File: src/rtl/seq_detector_param_if.sv
// Serial pattern detector bus: sample stream, pattern load/clear controls and match status.
// Latency: n/a (signal bundle only).
// Backpressure: none; the detector accepts a sample on every cycle Valid is high.
interface seq_detector_param_if #(
   parameter int PATTERN_LEN = 4,
   parameter int COUNT_W     = 8
);
   logic                   X;
   logic                   Valid;
   logic                   Load;
   logic [PATTERN_LEN-1:0] Pattern;
   logic                   Clear;
   logic                   Y;
   logic [COUNT_W-1:0]     Count;
   logic                   Armed;

   // Stimulus side: drives the sample stream and controls, observes results.
   modport master (
      output X, Valid, Load, Pattern, Clear,
      input  Y, Count, Armed
   );

   // Detector side.
   modport slave (
      input  X, Valid, Load, Pattern, Clear,
      output Y, Count, Armed
   );
endinterface

File: src/rtl/seq_detector_param.sv
// Serial bit-pattern detector with loadable pattern, overlap mode and saturating match counter.
// Latency: Y pulses 1 cycle after the matching sample's edge; Armed is decoded from state only.
// Backpressure: none; Valid=0 simply freezes the history so gaps never break a sequence.
module seq_detector_param #(
   parameter int                     PATTERN_LEN     = 4,
   parameter logic [PATTERN_LEN-1:0] DEFAULT_PATTERN = 4'b1011,
   parameter int                     OVERLAP         = 1,
   parameter int                     COUNT_W         = 8
) (
   input logic                 Clock,
   input logic                 Reset,
   seq_detector_param_if.slave io
);
   localparam int            FW        = $clog2(PATTERN_LEN + 1);
   localparam logic [FW-1:0] FILL_FULL = FW'(PATTERN_LEN);
   localparam logic [FW-1:0] FILL_LAST = FW'(PATTERN_LEN - 1);

   localparam logic [1:0] EMPTY   = 2'd0;
   localparam logic [1:0] FILLING = 2'd1;
   localparam logic [1:0] ARMED   = 2'd2;

   logic [PATTERN_LEN-1:0] pat;
   logic [PATTERN_LEN-1:0] hist;
   logic [PATTERN_LEN-1:0] window;
   logic [FW-1:0]          fill;
   logic [FW-1:0]          fill_inc;
   logic [1:0]             state;
   logic                   sample;
   logic                   match;
   logic                   y_q;
   logic [COUNT_W-1:0]     count_q;

   // Window as it would look after this sample; a match needs the window completed by this bit.
   always_comb begin
      window   = {hist[PATTERN_LEN-2:0], io.X};
      sample   = io.Valid & ~io.Load;
      match    = sample && (window == pat) && ((state == ARMED) || (fill == FILL_LAST));
      fill_inc = (fill == FILL_FULL) ? FILL_FULL : fill + FW'(1);
   end

   // Pattern, history, fill level and state; Load wins over a same-cycle sample.
   always_ff @(posedge Clock) begin
      if (!Reset) begin
         pat   <= DEFAULT_PATTERN;
         hist  <= '0;
         fill  <= '0;
         state <= EMPTY;
      end else if (io.Load) begin
         pat   <= io.Pattern;
         fill  <= '0;
         state <= EMPTY;
      end else if (io.Valid) begin
         hist <= window;
         if (match && (OVERLAP == 0)) begin
            fill  <= '0;
            state <= EMPTY;
         end else begin
            fill  <= fill_inc;
            state <= (fill_inc == FILL_FULL) ? ARMED : FILLING;
         end
      end
   end

   // Registered match pulse and saturating match counter; a same-cycle match survives Clear.
   always_ff @(posedge Clock) begin
      if (!Reset) begin
         y_q     <= 1'b0;
         count_q <= '0;
      end else begin
         y_q <= match;
         if (io.Clear)
            count_q <= match ? COUNT_W'(1) : '0;
         else if (match && (count_q != '1))
            count_q <= count_q + COUNT_W'(1);
      end
   end

   assign io.Y     = y_q;
   assign io.Count = count_q;
   assign io.Armed = (state == ARMED);

endmodule

File: src/flat_wrapper.sv
// flat-port wrapper written by rule: the top's interface ports become plain ports
module seq_detector_param_flat 
#(
   parameter int                     PATTERN_LEN     = 4,
   parameter logic [PATTERN_LEN-1:0] DEFAULT_PATTERN = 4'b1011,
   parameter int                     OVERLAP         = 1,
   parameter int                     COUNT_W         = 8
)
  (Clock, Reset, io_X, io_Valid, io_Load, io_Pattern, io_Clear, io_Y, io_Count, io_Armed);
  seq_detector_param_if #(.PATTERN_LEN(PATTERN_LEN), .COUNT_W(COUNT_W)) io_i ();
  input logic Clock;
  input logic Reset;
  input wire logic [$bits(io_i.X)-1:0] io_X;
  input wire logic [$bits(io_i.Valid)-1:0] io_Valid;
  input wire logic [$bits(io_i.Load)-1:0] io_Load;
  input wire logic [$bits(io_i.Pattern)-1:0] io_Pattern;
  input wire logic [$bits(io_i.Clear)-1:0] io_Clear;
  output wire logic [$bits(io_i.Y)-1:0] io_Y;
  output wire logic [$bits(io_i.Count)-1:0] io_Count;
  output wire logic [$bits(io_i.Armed)-1:0] io_Armed;
  assign io_i.X = io_X;
  assign io_i.Valid = io_Valid;
  assign io_i.Load = io_Load;
  assign io_i.Pattern = io_Pattern;
  assign io_i.Clear = io_Clear;
  assign io_Y = io_i.Y;
  assign io_Count = io_i.Count;
  assign io_Armed = io_i.Armed;
  seq_detector_param #(.PATTERN_LEN(PATTERN_LEN), .DEFAULT_PATTERN(DEFAULT_PATTERN), .OVERLAP(OVERLAP), .COUNT_W(COUNT_W)) u_core (.Clock(Clock), .Reset(Reset), .io(io_i));
endmodule
File: config.mk
export PLATFORM = sky130hd
export DESIGN_NAME = seq_detector_param_flat
export DESIGN_NICKNAME = d
export VERILOG_FILES = /design/src/rtl/seq_detector_param_if.sv /design/src/rtl/seq_detector_param.sv /design/src/flat_wrapper.sv
export SDC_FILE = /design/constraint.sdc
export NUM_CORES = 1
export LEC_CHECK = 0
export BUFFER_PORTS_ARGS = -buffer_cell sky130_fd_sc_hd__buf_4
export CORE_MARGIN = 3
export CORE_UTILIZATION = 50
export CTS_BUF_LIST = sky130_fd_sc_hd__clkbuf_4
export CTS_CLUSTER_DIAMETER = 200
export CTS_CLUSTER_SIZE = 16
export DETAILED_ROUTE_END_ITERATION = 8
export GPL_TIMING_DRIVEN = 0
export PLACE_DENSITY = 0.73
export SYNTH_ARGS = -nofsm -noshare
export SYNTH_HDL_FRONTEND = slang
export SYNTH_SLANG_ARGS = --single-unit
File: constraint.sdc
create_clock -name Clock -period 3.1 [get_ports Clock]
set_input_delay 0.155 -clock Clock [delete_from_list [all_inputs] [get_ports Clock]]
set_output_delay 0.155 -clock Clock [all_outputs]
set_load 0.02 [all_outputs]
==> out/results.ini <==
[status]
status=finished, final reports clean

[timing]
slew_headroom=0.769
rsz0062_at_grt=no
tns_ps=0
fin_skew_ps=7.16
fmax_mhz=562
whs_ps=71.8
tightest_slew_ps=343
final_max_slew_viol_count=0
setup_violations=0
hold_viol=0
fin_crit_sh=0.574
post-route-min-period_ps=1780

[pwr]
finalPower_w=0.000462
vdd_drop_max_v=0.000276
cellPowerDensity_nw_per_um2=378
p_leak_nw=0.488

[worst_hold_path]
hold_path.class=input pin to flop

[global_route]
grt-ovfl-total=0
grt_pass1_vias=708
antenna_found_initial=0
grt_usage=0.153
grt_pass1_wl_mm=3.06
grt_max_degree=12

[cells_and_area]
final_cell_mix=dfxtp_1, buf_4, nor2_1, nand2_1, xnor2_1
final_util=0.671
drive_above_1_share=0.216
fin_nets=149
syn_to_final_growth_pct=19.2
mostFrequentLayoutCell=dfxtp_1
finalNonFillerCells=159
antenna_cells=0

[setup_path]
r2r_slack_ps=1320
path_depth=6
cp.required_ps=3340
reg2regPathDepth=6
path_buf_inv=0
crit_top_cell=ha_1
critPathLaunch=u_core.fill[0]$_SDFFE_PP0P_
cp_top_family=compound AO/OA/AOI/OAI gates
start_kind=flop
crit_chain=ha_1 > ha_1 > o2111ai_4 > nor2_4 > or3b_1 > a21boi_1
crit_type=flop to flop
crit_path_end_kind=flop
critPathMaxStageDelay_ps=370
setup.worst_path.end=u_core.io.Count[0]$_SDFFE_PN0P_
cp.arrival_ps=2020
rr_startpoint=u_core.fill[0]$_SDFFE_PP0P_
cp_max_fo=8
worst_r2r_endpoint=u_core.io.Count[0]$_SDFFE_PN0P_
cp_slowest_cell=dfxtp_1

[routing]
wl_met1_um=848
num_vias=799
drcViolationCount=0
route.top_layer_used=met4
totalWireLength_mm=1.77
ant_nets=0
drtIter0Drc=16
via_per_inst=5.03
met3_wirelength_um=76
routedWlPerCell_um=11.1
wl_met2_um=836
first_pass_iters=4

[clock_network]
clockBufferDepth=2
insertion_delay_ps=290
clock-root-buffer=clkbuf_4
cts_sinks=21
cts_tree=built
cts_made_buffers=3
clk_pin_slew_ps=110
post_cts_buffers=0
cts_resized=0
htree_levels=1
cts-hold-fix-buffers=0

[logic_synthesis]
syn_nets=126
synth.distinct_cells=27
ys.warnings.count=0
synthArstFlopShare=0
ys.flop_type=dfxtp_1
synth-edff-count=0
syn_area_per_cell_um2=9.15
yosysSeqAreaShare=0.410
syn_inst=112
synth_area_um2=1020
synth-seq-cells=21

[floorplanning]
start_util=0.563
pin_count=20
die_h_um=51.3
coreArea_um2=1820
rows=15
die_area_um2=2630
floorplan.die.width_um=51.3

[placed_design]
placed_cells=155
gp_congestion=0.842
portBuffers=18
place_hpwl_mm=1.35

[run]
drv_cap=0

flip-flops by register name (all words and copies together), names as in the netlist:
register,flops
u_core.io.Y,1
u_core.state,2
u_core.pat,4
u_core.fill,3
u_core.hist,3
u_core.io.Count,8
stage by stage:
stage               setup WS (ps)  instance area (um2)
floorplan                    1390                 1020
global placement             1380                 1190
detailed placement           1340                 1190
CTS                          1310                 1220
global route                 1190                 1220
finish                       1320                 1220
worst min path at each step:
| stage | startpoint | to | slack, ps | cells after the start |
|---|---|---|---|---|
| 5_1_grt | io_Pattern[3] | u_core.pat[3]$_SDFFE_PN1P_ | 100 | 3 |
| 4_1_cts | io_Pattern[3] | u_core.pat[3]$_SDFFE_PN1P_ | 70 | 3 |
| 6_report | io_Pattern[3] | u_core.pat[3]$_SDFFE_PN1P_ | 70 | 3 |
| 2_1_floorplan | io_Pattern[0] | u_core.pat[0]$_SDFFE_PN1P_ | 280 | 2 |
| 3_5_place_dp | io_Pattern[3] | u_core.pat[3]$_SDFFE_PN1P_ | 380 | 3 |
| 3_3_place_gp | io_Pattern[3] | u_core.pat[3]$_SDFFE_PN1P_ | 370 | 3 |
where the power goes:
group / total, W / switching, W / internal, W
Combinational: 0.0000453 / 0.0000228 / 0.0000225
Sequential: 0.000280 / 0.00000428 / 0.000276
Clock: 0.000136 / 0.0000776 / 0.0000588
cell usage after synthesis, drive strengths merged (2+ instances only):
cell / n / area, um2
dfxtp: 21 / 420
nand2b: 2 / 12.5
nor2b: 5 / 31.3
nor4: 2 / 12.5
mux2i: 7 / 70.1
o21ai: 3 / 15.0
nand3: 5 / 25.0
a21oi: 7 / 35.0
inv: 5 / 18.8
nand2: 10 / 37.5
xnor2: 9 / 78.8
nor2: 15 / 63.8
buf: 2 / 15.0
nor3: 4 / 20.0
ha: 4 / 50.1
worst min-delay path: cells and delay by family:
kind,cells,cell delay [ps]
multiplexers,1,50
buffers and inverters,1,80
AND/OR/NAND/NOR,1,60
kinds of logic after synthesis:
| logic type | after synthesis | synth area share |
|---|---|---|
| muxes | 7 | 0.0684 |
| adders and majority gates | 4 | 0.0488 |
| DFF | 21 | 0.410 |
| buffers and inverters | 8 | 0.0366 |
| and+or+nand+nor | 49 | 0.247 |
| AOI/OAI and AO/OA | 14 | 0.112 |
| xor gates and xnor gates | 9 | 0.0769 |
per-layer routing:
layer | vias up | GRT usage
met5 | - | 0
met4 | 0 | 0.0393
met3 | 2 | 0.0350
met2 | 13 | 0.251
met1 | 361 | 0.201
li1 | 423 | -
final cells by class:
| type | instances | area (um2) |
|---|---|---|
| well taps | 25 | 31.3 |
| plain buffers | 3 | 18.8 |
| multi-input cells | 83 | 567 |
| inverters | 5 | 18.8 |
| flip-flops and latches | 21 | 420 |
| fillers | 169 | 599 |
| repair buffers | 18 | 135 |
| clock buffers | 4 | 30.0 |
Power figures use the tool's default switching activity.
